==> src/rtl/thumb_dp_pkg.sv <==
// Shared types and constants for the Thumb data-processing issue slice:
// ALU opcode encoding, FSM states, instruction prefixes and the decode record.
package thumb_dp_pkg;

  typedef enum logic [3:0] {
    ALU_ADD  = 4'h0,
    ALU_ADC  = 4'h1,
    ALU_SUB  = 4'h2,
    ALU_RSB  = 4'h3,
    ALU_SBC  = 4'h4,
    ALU_AND  = 4'h5,
    ALU_ORR  = 4'h6,
    ALU_EOR  = 4'h7,
    ALU_MOV  = 4'h8,
    ALU_RSV9 = 4'h9,
    ALU_RSVA = 4'hA,
    ALU_RSVB = 4'hB,
    ALU_MVN  = 4'hC
  } alu_op_e;

  typedef enum logic [1:0] {
    ST_IDLE  = 2'd0,
    ST_EXEC  = 2'd1,
    ST_EXEC2 = 2'd2,
    ST_RESP  = 2'd3
  } state_e;

  // instr[15:9] prefixes of the three-operand add/sub group
  localparam logic [6:0] PFX_ADDS_REG  = 7'b0001100;
  localparam logic [6:0] PFX_SUBS_REG  = 7'b0001101;
  localparam logic [6:0] PFX_ADDS_IMM3 = 7'b0001110;
  localparam logic [6:0] PFX_SUBS_IMM3 = 7'b0001111;

  // instr[15:11] prefixes of the imm8 group
  localparam logic [4:0] PFX_MOVS_IMM8 = 5'b00100;
  localparam logic [4:0] PFX_CMP_IMM8  = 5'b00101;
  localparam logic [4:0] PFX_ADDS_IMM8 = 5'b00110;
  localparam logic [4:0] PFX_SUBS_IMM8 = 5'b00111;

  // instr[15:10] prefix of the register data-processing group, op in [9:6]
  localparam logic [5:0] PFX_DP = 6'b010000;
  localparam logic [3:0] DP_AND = 4'h0;
  localparam logic [3:0] DP_EOR = 4'h1;
  localparam logic [3:0] DP_ADC = 4'h5;
  localparam logic [3:0] DP_SBC = 4'h6;
  localparam logic [3:0] DP_TST = 4'h8;
  localparam logic [3:0] DP_RSB = 4'h9;
  localparam logic [3:0] DP_CMP = 4'hA;
  localparam logic [3:0] DP_CMN = 4'hB;
  localparam logic [3:0] DP_ORR = 4'hC;
  localparam logic [3:0] DP_MVN = 4'hF;

  // Decoded instruction: op1 = imm when op1_imm else R[ra];
  // op2 = R[rb] when op2_reg else imm.
  typedef struct packed {
    alu_op_e     opcode;
    logic [2:0]  rd;
    logic [2:0]  ra;
    logic [2:0]  rb;
    logic        op1_imm;
    logic        op2_reg;
    logic [31:0] imm;
    logic        we;
    logic        undef;
  } dec_t;

endpackage

==> src/rtl/thumb_dp_dec.sv <==
// Combinational Thumb data-processing decoder. Anything outside the supported
// subset comes out as an all-zero record with undef set.
module thumb_dp_dec
  import thumb_dp_pkg::*;
(
  input  logic [15:0] instr,
  output dec_t        dec
);

  alu_op_e dp_op;
  logic    dp_ok;
  logic    dp_we;
  logic    dp_unary;

  // classify the register data-processing op field
  always_comb begin
    dp_op    = ALU_ADD;
    dp_ok    = 1'b1;
    dp_we    = 1'b1;
    dp_unary = 1'b0;
    case (instr[9:6])
      DP_AND: dp_op = ALU_AND;
      DP_EOR: dp_op = ALU_EOR;
      DP_ADC: dp_op = ALU_ADC;
      DP_SBC: dp_op = ALU_SBC;
      DP_TST: begin dp_op = ALU_AND; dp_we = 1'b0; end
      DP_RSB: begin dp_op = ALU_RSB; dp_unary = 1'b1; end
      DP_CMP: begin dp_op = ALU_SUB; dp_we = 1'b0; end
      DP_CMN: begin dp_op = ALU_ADD; dp_we = 1'b0; end
      DP_ORR: dp_op = ALU_ORR;
      DP_MVN: begin dp_op = ALU_MVN; dp_unary = 1'b1; end
      default: dp_ok = 1'b0;
    endcase
  end

  // build the decode record for the whole instruction
  always_comb begin
    dec       = '0;
    dec.undef = 1'b1;
    if (instr[15:9] == PFX_ADDS_REG || instr[15:9] == PFX_SUBS_REG ||
        instr[15:9] == PFX_ADDS_IMM3 || instr[15:9] == PFX_SUBS_IMM3) begin
      dec.undef   = 1'b0;
      dec.we      = 1'b1;
      dec.opcode  = instr[9] ? ALU_SUB : ALU_ADD;
      dec.rd      = instr[2:0];
      dec.ra      = instr[5:3];
      dec.rb      = instr[8:6];
      dec.op2_reg = ~instr[10];
      dec.imm     = {29'd0, instr[8:6]};
    end else if (instr[15:11] == PFX_MOVS_IMM8 || instr[15:11] == PFX_CMP_IMM8 ||
                 instr[15:11] == PFX_ADDS_IMM8 || instr[15:11] == PFX_SUBS_IMM8) begin
      dec.undef = 1'b0;
      dec.we    = (instr[15:11] != PFX_CMP_IMM8);
      dec.rd    = instr[10:8];
      dec.ra    = instr[10:8];
      dec.imm   = {24'd0, instr[7:0]};
      if (instr[15:11] == PFX_MOVS_IMM8) begin
        dec.opcode  = ALU_MOV;
        dec.op1_imm = 1'b1;
      end else if (instr[15:11] == PFX_ADDS_IMM8) begin
        dec.opcode = ALU_ADD;
      end else begin
        dec.opcode = ALU_SUB;
      end
    end else if (instr[15:10] == PFX_DP && dp_ok) begin
      // RSBS/MVNS take their single source from the Rm field; op2 is zero
      dec.undef   = 1'b0;
      dec.we      = dp_we;
      dec.opcode  = dp_op;
      dec.rd      = instr[2:0];
      dec.ra      = dp_unary ? instr[5:3] : instr[2:0];
      dec.rb      = instr[5:3];
      dec.op2_reg = ~dp_unary;
    end
  end

endmodule

==> src/rtl/thumb_dp_issue.sv <==
// Thumb data-processing issue stage: accepts one 16-bit instruction, decodes
// it, drives an external combinational ALU, commits Rd/APSR and presents the
// completion on a valid/ready port.
// Optional macro THUMB_DP_ALU_OUT_REG_EN registers the ALU response and adds
// an EXEC2 state before commit (one extra cycle of latency).
module thumb_dp_issue
  import thumb_dp_pkg::*;
(
  input  logic        clk,
  input  logic        rst_n,
  input  logic        instr_valid,
  output logic        instr_ready,
  input  logic [15:0] instr,
  output logic [3:0]  alu_opcode,
  output logic [31:0] alu_op1,
  output logic [31:0] alu_op2,
  output logic [3:0]  alu_flag,
  input  logic [31:0] alu_result,
  input  logic [3:0]  alu_flag_q,
  output logic        wb_valid,
  input  logic        wb_ready,
  output logic [2:0]  wb_rd,
  output logic [31:0] wb_data,
  output logic        wb_we,
  output logic        undef,
  output logic [3:0]  apsr_nzcv
);

  state_e      state_reg;
  logic [15:0] instr_reg;
  logic        loaded_reg;   // EXEC has registered the decode and operands
  logic [2:0]  rd_reg;
  logic        we_reg;
  logic        undef_reg;
  logic [31:0] regs_reg [8];
  logic [3:0]  apsr_reg;

  dec_t        dec;
  logic [31:0] op1_next;
  logic [31:0] op2_next;
  logic        commit;
  logic        commit_wr;
  logic [31:0] commit_data;
  logic [3:0]  commit_flags;

  thumb_dp_dec u_dec (
    .instr (instr_reg),
    .dec   (dec)
  );

  assign instr_ready = (state_reg == ST_IDLE);
  assign apsr_nzcv   = apsr_reg;

`ifdef THUMB_DP_ALU_OUT_REG_EN
  logic [31:0] res_reg;
  logic [3:0]  flag_q_reg;
  assign commit       = (state_reg == ST_EXEC2);
  assign commit_data  = res_reg;
  assign commit_flags = flag_q_reg;
`else
  assign commit       = (state_reg == ST_EXEC) && loaded_reg;
  assign commit_data  = alu_result;
  assign commit_flags = alu_flag_q;
`endif

  assign commit_wr = commit && we_reg && !undef_reg;

  // operand selection from the register file and the immediate
  always_comb begin
    op1_next = dec.op1_imm ? dec.imm : regs_reg[dec.ra];
    op2_next = dec.op2_reg ? regs_reg[dec.rb] : dec.imm;
  end

  // control FSM with registered ALU request
  always_ff @(posedge clk or negedge rst_n) begin
    if (!rst_n) begin
      state_reg  <= ST_IDLE;
      instr_reg  <= '0;
      loaded_reg <= 1'b0;
      rd_reg     <= '0;
      we_reg     <= 1'b0;
      undef_reg  <= 1'b0;
      alu_opcode <= '0;
      alu_op1    <= '0;
      alu_op2    <= '0;
      alu_flag   <= '0;
`ifdef THUMB_DP_ALU_OUT_REG_EN
      res_reg    <= '0;
      flag_q_reg <= '0;
`endif
    end else begin
      case (state_reg)
        ST_IDLE: begin
          if (instr_valid) begin
            instr_reg  <= instr;
            loaded_reg <= 1'b0;
            state_reg  <= ST_EXEC;
          end
        end
        ST_EXEC: begin
          if (!loaded_reg) begin
            loaded_reg <= 1'b1;
            rd_reg     <= dec.rd;
            we_reg     <= dec.we;
            undef_reg  <= dec.undef;
            // undefined encodings leave the ALU request at zero
            if (!dec.undef) begin
              alu_opcode <= dec.opcode;
              alu_op1    <= op1_next;
              alu_op2    <= op2_next;
              alu_flag   <= apsr_reg;
            end
          end else begin
`ifdef THUMB_DP_ALU_OUT_REG_EN
            res_reg    <= alu_result;
            flag_q_reg <= alu_flag_q;
            state_reg  <= ST_EXEC2;
`else
            state_reg  <= ST_RESP;
`endif
            alu_opcode <= '0;
            alu_op1    <= '0;
            alu_op2    <= '0;
            alu_flag   <= '0;
          end
        end
`ifdef THUMB_DP_ALU_OUT_REG_EN
        ST_EXEC2: state_reg <= ST_RESP;
`endif
        ST_RESP: begin
          if (wb_ready) state_reg <= ST_IDLE;
        end
        default: state_reg <= ST_IDLE;
      endcase
    end
  end

  // completion outputs and flag register, updated on commit
  always_ff @(posedge clk or negedge rst_n) begin
    if (!rst_n) begin
      wb_valid <= 1'b0;
      wb_rd    <= '0;
      wb_data  <= '0;
      wb_we    <= 1'b0;
      undef    <= 1'b0;
      apsr_reg <= '0;
    end else if (commit) begin
      wb_valid <= 1'b1;
      wb_rd    <= undef_reg ? 3'd0 : rd_reg;
      wb_data  <= undef_reg ? 32'd0 : commit_data;
      wb_we    <= we_reg && !undef_reg;
      undef    <= undef_reg;
      if (!undef_reg) apsr_reg <= commit_flags;
    end else if (state_reg == ST_RESP && wb_ready) begin
      wb_valid <= 1'b0;
    end
  end

  // low register file R0-R7
  always_ff @(posedge clk or negedge rst_n) begin
    if (!rst_n) begin
      for (int i = 0; i < 8; i++) regs_reg[i] <= '0;
    end else if (commit_wr) begin
      regs_reg[rd_reg] <= commit_data;
    end
  end

endmodule

==> config.mk <==
export PLATFORM = sky130hd
export DESIGN_NAME = thumb_dp_issue
export DESIGN_NICKNAME = d
export VERILOG_FILES = /design/src/rtl/thumb_dp_pkg.sv /design/src/rtl/thumb_dp_dec.sv /design/src/rtl/thumb_dp_issue.sv
export SDC_FILE = /design/constraint.sdc
export NUM_CORES = 1
export LEC_CHECK = 0
export CAP_MARGIN = 20
export CORE_UTILIZATION = 58
export CTS_CLUSTER_DIAMETER = 30
export CTS_CLUSTER_SIZE = 28
export DETAILED_ROUTE_END_ITERATION = 12
export PLACE_DENSITY = 0.8
export SYNTH_ARGS = -nofsm -noshare
export SYNTH_HDL_FRONTEND = slang
export SYNTH_SLANG_ARGS = --single-unit
==> constraint.sdc <==
create_clock -name clk -period 3.7 [get_ports clk]
set_input_delay 0.925 -clock clk [delete_from_list [all_inputs] [get_ports clk]]
set_output_delay 0.925 -clock clk [all_outputs]
set_load 0.1 [all_outputs]
* Word level (Yosys, flattened, before mapping)
Cells that the tools add are included.
Operators by class: muxes and demuxes 50, bitwise logic cells 7, reductions and logical operators 28, magnitude comparators 4, eq/ne operators 25
Operators by type and width (count):
- 32-bit 2-to-1 mux | 12
- 256-bit bitwise mux | 1
- 32-bit binary-select mux with 3-bit select | 2
- 32-bit demux with 3-bit select | 1
- 35-bit 2-to-1 mux | 1
- 4-bit one-hot mux with 8 select lines | 1
- 7-bit by 4-bit equality test with 1-bit output, second input constant | 4
- 13-bit 2-to-1 mux | 2
- 4-bit equality test, second input constant | 6
- 5-bit by 3-bit equality test with 1-bit output, second input constant | 4
- 4-bit 2-to-1 mux | 5
- 2-bit 2-to-1 mux | 7
- 4-bit greater-or-equal comparator, second input constant | 3
- 3-bit NOT with 4-bit output | 3
- 1-bit 2-to-1 mux | 11
- 10-bit 2-to-1 mux | 1
- 2-bit AND reduction | 5
- 10-bit OR reduction | 1
- 3-bit 2-to-1 mux | 3
- 4-bit by 3-bit equality test with 1-bit output, second input constant | 2
- 8-bit 2-to-1 mux | 1
- 2-bit inequality test, second input constant | 4
- 1-bit logical AND | 7
- 6-bit by 5-bit equality test with 1-bit output, second input constant | 1
- 16 further kinds | 26
Word-level totals: output and inout bits 115, word-level logic and storage cells 138, input port bits 56, register bits 394

* Longest topological paths before layout
word-level depth 14, depth in mapped cells 12, gate-level depth less buffers 8

* Hierarchy
Synthesis repeated with hierarchy kept, for this count alone.
Second synthesis, totals: cells, all modules 1499, area, all modules 19815.3 um^2
Modules (own cells, without submodules):
- thumb_dp_issue | cells each 1391, area an instance 19053.3 um^2, instances 1, seq. area each 9859.5 um^2
- thumb_dp_dec | cells each 108, area an instance 762.0 um^2, instances 1, seq. area each 0.0 um^2

* Worst setup path before layout
Ideal clock, no wire load.
path type register -> register, from register instr_reg[9], to register alu_op1[17], path buffers 3, clock period less this slack 3044 ps, data required time 3559 ps, setup time 141 ps, path slack 656 ps, stages on the path, launching flop included 12, data arrival time 2903 ps, cells stage by stage dfrtp_1 buf_4 xnor2_1 a22o_1 or3_1 or3_1 buf_2 a21oi_4 buf_4 mux4_2 nand2_1 o311ai_1
Between the ends: cells in the longest elaborated chain, start to end 14, elaborated cells between the ends (all ways) 39, classes of those cells eq/ne: 14; mux: 16; bitwise: 1; reduce/logical: 8
RTL lines:
- from (decl) | line thumb_dp_issue.sv:30 | logic [15:0] instr_reg;
- from (signal assigned) | line thumb_dp_issue.sv:95 | instr_reg <= instr;
- 4-bit by 1-bit equality test with 1-bit output (tied with other cells) | line thumb_dp_dec.sv:21 | case (instr[9:6])
- 10-bit OR reduction (no line) / 2-bit OR reduction (equally long branches)
- 1-bit 2-to-1 mux | line thumb_dp_dec.sv:21
- 1-bit logical AND / 3-bit 2-to-1 mux (equally long branches) | line thumb_dp_dec.sv:65, thumb_dp_dec.sv:71
- 13-bit 2-to-1 mux | line thumb_dp_dec.sv:65 | end else if (instr[15:10] == PFX_DP && dp_ok) begin
- 10-bit 2-to-1 mux | line thumb_dp_dec.sv:50 | end else if (instr[15:11] == PFX_MOVS_IMM8 || instr[15:11] == PFX_CMP_IMM8 ||
- 13-bit 2-to-1 mux | line thumb_dp_dec.sv:40 | if (instr[15:9] == PFX_ADDS_REG || instr[15:9] == PFX_SUBS_REG ||
- 3-bit NOT with 4-bit output (not written as such) | line thumb_dp_issue.sv:70 | op1_next = dec.op1_imm ? dec.imm : regs_reg[dec.ra];
- 32-bit binary-select mux with 3-bit select | line thumb_dp_issue.sv:70
- 32-bit 2-to-1 mux (not written as such) (2 in a row) | line thumb_dp_issue.sv:70
- 32-bit 2-to-1 mux | line thumb_dp_issue.sv:70
- 32-bit 2-to-1 mux | line thumb_dp_issue.sv:107 | if (!dec.undef) begin
- 32-bit 2-to-1 mux | line thumb_dp_issue.sv:101 | if (!loaded_reg) begin
- to (signal assigned) | line thumb_dp_issue.sv:109 | alu_op1 <= op1_next;
- to (decl) | line thumb_dp_issue.sv:15 | output logic [31:0] alu_op1,
Parallel ways exist; a longest one is shown, timed or not. The select of a mux whose other input is x is not followed. A chain may end at the register's enable or synchronous reset.

* Worst setup path after layout
from register instr_reg[6], to register alu_op2[14]
Between the ends: cells in the longest elaborated chain, start to end 14, elaborated cells between the ends (all ways) 33, classes of those cells eq/ne: 10; mux: 16; bitwise: 2; reduce/logical: 5
RTL lines:
- 4-bit by 1-bit equality test with 1-bit output (tied with other cells) | line thumb_dp_dec.sv:21
- 10-bit OR reduction (no line)
- 1-bit 2-to-1 mux | line thumb_dp_dec.sv:21
- 1-bit logical AND | line thumb_dp_dec.sv:65
- 13-bit 2-to-1 mux | line thumb_dp_dec.sv:65
- 3-bit 2-to-1 mux | line thumb_dp_dec.sv:50
- 13-bit 2-to-1 mux | line thumb_dp_dec.sv:40
- 3-bit NOT with 4-bit output (not written as such) | line thumb_dp_issue.sv:71 | op2_next = dec.op2_reg ? regs_reg[dec.rb] : dec.imm;
- 32-bit binary-select mux with 3-bit select | line thumb_dp_issue.sv:71
- 32-bit 2-to-1 mux (not written as such) (2 in a row) | line thumb_dp_issue.sv:71
- 32-bit 2-to-1 mux | line thumb_dp_issue.sv:71
- 32-bit 2-to-1 mux | line thumb_dp_issue.sv:107
- 32-bit 2-to-1 mux | line thumb_dp_issue.sv:101
- to (signal assigned) | line thumb_dp_issue.sv:110 | alu_op2 <= op2_next;
- to (decl) | line thumb_dp_issue.sv:16 | output logic [31:0] alu_op2,
Parallel ways exist; a longest one is shown, timed or not. The select of a mux whose other input is x is not followed.

==> summary.txt <==
Starting DRT DRC Count -> 1897
Crit Path Max Fanout -> 42
Cell Count Post-Placement -> 2251
register area -> 0.00986 mm2
minimum clock period -> 3.49 ns
All-Layer GR Usage -> 0.359
Synth Register Bits -> 394
first-pass GRT wire length -> 92600 um
Placed Area -> 0.0215 mm2
maximum vdd drop -> 0.000790 V
DR vias -> 15886
RePlAce Congestion -> 0.950
Cells after Synth -> 1695
main combinational cell family by area after synthesis -> multiplexers
Final Hold Fails -> 0
Layout Cell Area excl Fill -> 0.0241 mm2
Rows -> 66
DRT Wirelength -> 59400 um
max_slew headroom -> 0.318
Setup-failing EPs final -> 0
CTS tree -> yes
largest net degree at the start of global routing -> 81
chip height -> 184 um
Ys Warns -> 0
clock sink total -> 394
grt ovf -> 0
Detail Placement HPWL -> 34700 um
Max-Cap Viols -> 0
Largest register FFs -> 256
DRC violations left -> 0
clk slew on worst S/H paths -> 0.05 ns
Simple-Gate Fraction of Synth Area -> 0.0994
Hold WC Path Type -> primary input to async pin
fin cells -> 2392
maximum buffer depth of the clock tree -> 3
post-synth cell types -> 60
mux contribution to synthesized area -> 0.231
Yosys top cell area share -> 0.512
Critical Path AT -> 3.95 ns
Multi-input gate area -> 0.00888 mm2
First-pass DRT Iterations -> 5
CP required -> 4.16 ns
clk_lat worst skew -> 0.59 ns
final-layout fill cell count -> 2094
port bufs -> 170
Final Skew -> 0.0299 ns
wire per inst -> 24.8 um
Synth Area in XOR/XNOR -> 0.000910
post-route ant nets -> 0
Diodes inserted -> 0
Setup CP Type -> flop to flop
FFs w/ async S/R, synth -> 1.00
post-synthesis area per instance -> 11.4 um2
mapped cell area -> 0.0193 mm2
root buffer cell -> clkbuf_16
Leak Pwr -> 10.3 nW
Core Region -> 0.0326 mm2
CTS H-Tree Depth -> 3
f_max -> 0.287 GHz
fraction of layout cells with a size suffix above 1 -> 0.322
post_cts resized -> 0
RSZ-0062 raised after global routing -> no
worst slew pin tran -> 1.02 ns
Post-synth EDFFs -> 0
CTS Buf Count -> 77
die footprint -> 0.0339 mm2
Post-Synth Adder-Cell Area -> 0
synth top area cells -> dfrtp_1 (51%), mux2_2 (18%), nand2_1 (4.8%), mux4_2 (3.0%), o21ai_0 (1.8%)
initial antenna violation count -> 0
Slew Viols, Final -> 0
P&R area growth vs syn -> 25.1%
Setup crit end kind -> flop
Synth area leader -> dfrtp_1
syn_nets -> 1751
period utilisation layout -> 0.943
PD cells -> 1020 mW/mm2
setup bufs post-CTS -> 0
initial core utilization -> 0.590
ys flop type -> dfrtp_1
Worst setup SP type -> flop
Hold Buf Count CTS -> 0
vias in the first global route -> 16384
Top Ports -> 171
vias per inst -> 6.64
Seq/Total Area, Yosys -> 0.512
run status -> completed
Total Neg Setup Slack -> 0 ns
Synth Area in Compound Gates -> 0.127
Die W -> 184 um
Nets -> 1944
Core Util, Final -> 0.738
==> final timing paths <==
check | from | endpoint | slack (ns) | cells after the start
max in group asynchronous | rst_n | regs_reg[177]$_DFFE_PN0P_ | 2.45 | 2
setup / recovery | instr_reg[6]$_DFFE_PN0P_ | alu_op2[14]$_DFFE_PN0P_ | 0.21 | 9
hold reg to reg | alu_op2[14]$_DFFE_PN0P_ | alu_op2[14]$_DFFE_PN0P_ | 0.47 | 2
min in group clk | alu_op2[14]$_DFFE_PN0P_ | alu_op2[14]$_DFFE_PN0P_ | 0.47 | 2
setup reg to reg | instr_reg[6]$_DFFE_PN0P_ | alu_op2[14]$_DFFE_PN0P_ | 0.21 | 9
hold / removal | rst_n | wb_valid$_DFFE_PN0P_ | 0.34 | 1
==> cell usage in the layout (no fill, tap or decap), types with 26 or more instances in the layout <==
master / instances
mux2i_1: 30
o21ai_0: 70
dfrtp_1: 394
clkdlybuf4s50_1: 103
buf_4: 131
a211oi_1: 27
mux2_2: 316
nand2_1: 246
nand2b_1: 39
nor2_1: 78
o22ai_1: 42
clkbuf_16: 79
a31oi_1: 42
mux4_2: 26
==> worst max-delay path, stage by stage (launching register included) <==
cell and delay [ns]:
dfrtp_1 0.58, nand2_1 0.16, o2bb2ai_1 0.39, o41a_2 0.70, buf_4 0.51, nor2b_1 0.15, a211oi_1 0.40, a31oi_1 0.12
a22oi_1 0.27, nand2_1 0.08
==> through the flow <==
| step | hold slack [ns] | worst slack [ns] | power [mW] |
|---|---|---|---|
| 2_1_floorplan | 0.472 | 0.656 | 14.8 |
| 3_3_place_gp | 0.462 | 0.493 | 17.2 |
| 3_5_place_dp | 0.468 | 0.424 | 17.5 |
| 4_1_cts | 0.360 | 0.394 | 24.5 |
| 5_1_grt | 0.380 | 0.0662 | 25.6 |
| 6_report | 0.345 | 0.211 | 24.7 |
==> kinds of logic (layout without fill, tap and decap cells) <==
kind of cell / count (synthesis) / in the layout
AOI/OAI and AO/OA: 353 / 353
xor gates and xnor gates: 2 / 2
buffers and inverters: 136 / 391
DFF: 394 / 394
muxes: 372 / 372
and+or+nand+nor: 438 / 438
==> cell type report <==
cell class | count | area share
Timing Repair Buffer | 242 | 0.0901
Clock inverter | 50 | 0.0223
Tap cell | 442 | 0.0230
Inverter | 8 | 0.00125
Multi-Input combinational cell | 1165 | 0.369
Clock buffer | 91 | 0.0852
Sequential cell | 394 | 0.409
==> cell usage after synthesis, drive strengths merged (19+ instances only) <==
library cell,number
a31oi,42
mux4,26
a22oi,21
o21ai,73
a21oi,23
nand2,247
o221ai,20
mux2i,30
dfrtp,394
o311ai,22
buf,42
clkbuf,86
nor2,78
o21a,19
nand2b,39
mux2,316
a211oi,27
nor2b,22
o22ai,42
==> metal layers <==
layer	GRT usage	wire length, um
met3	0.0895	6660
met2	0.556	27500
met5	0	0
met4	0.180	2340
met1	0.473	22800
==> power by group <==
part	internal (mW)	switching, mW
logic	3.52	6.20
clock network	4.49	2.40
registers	6.27	1.77
Note: power is estimated with default switching activity, not from simulation.
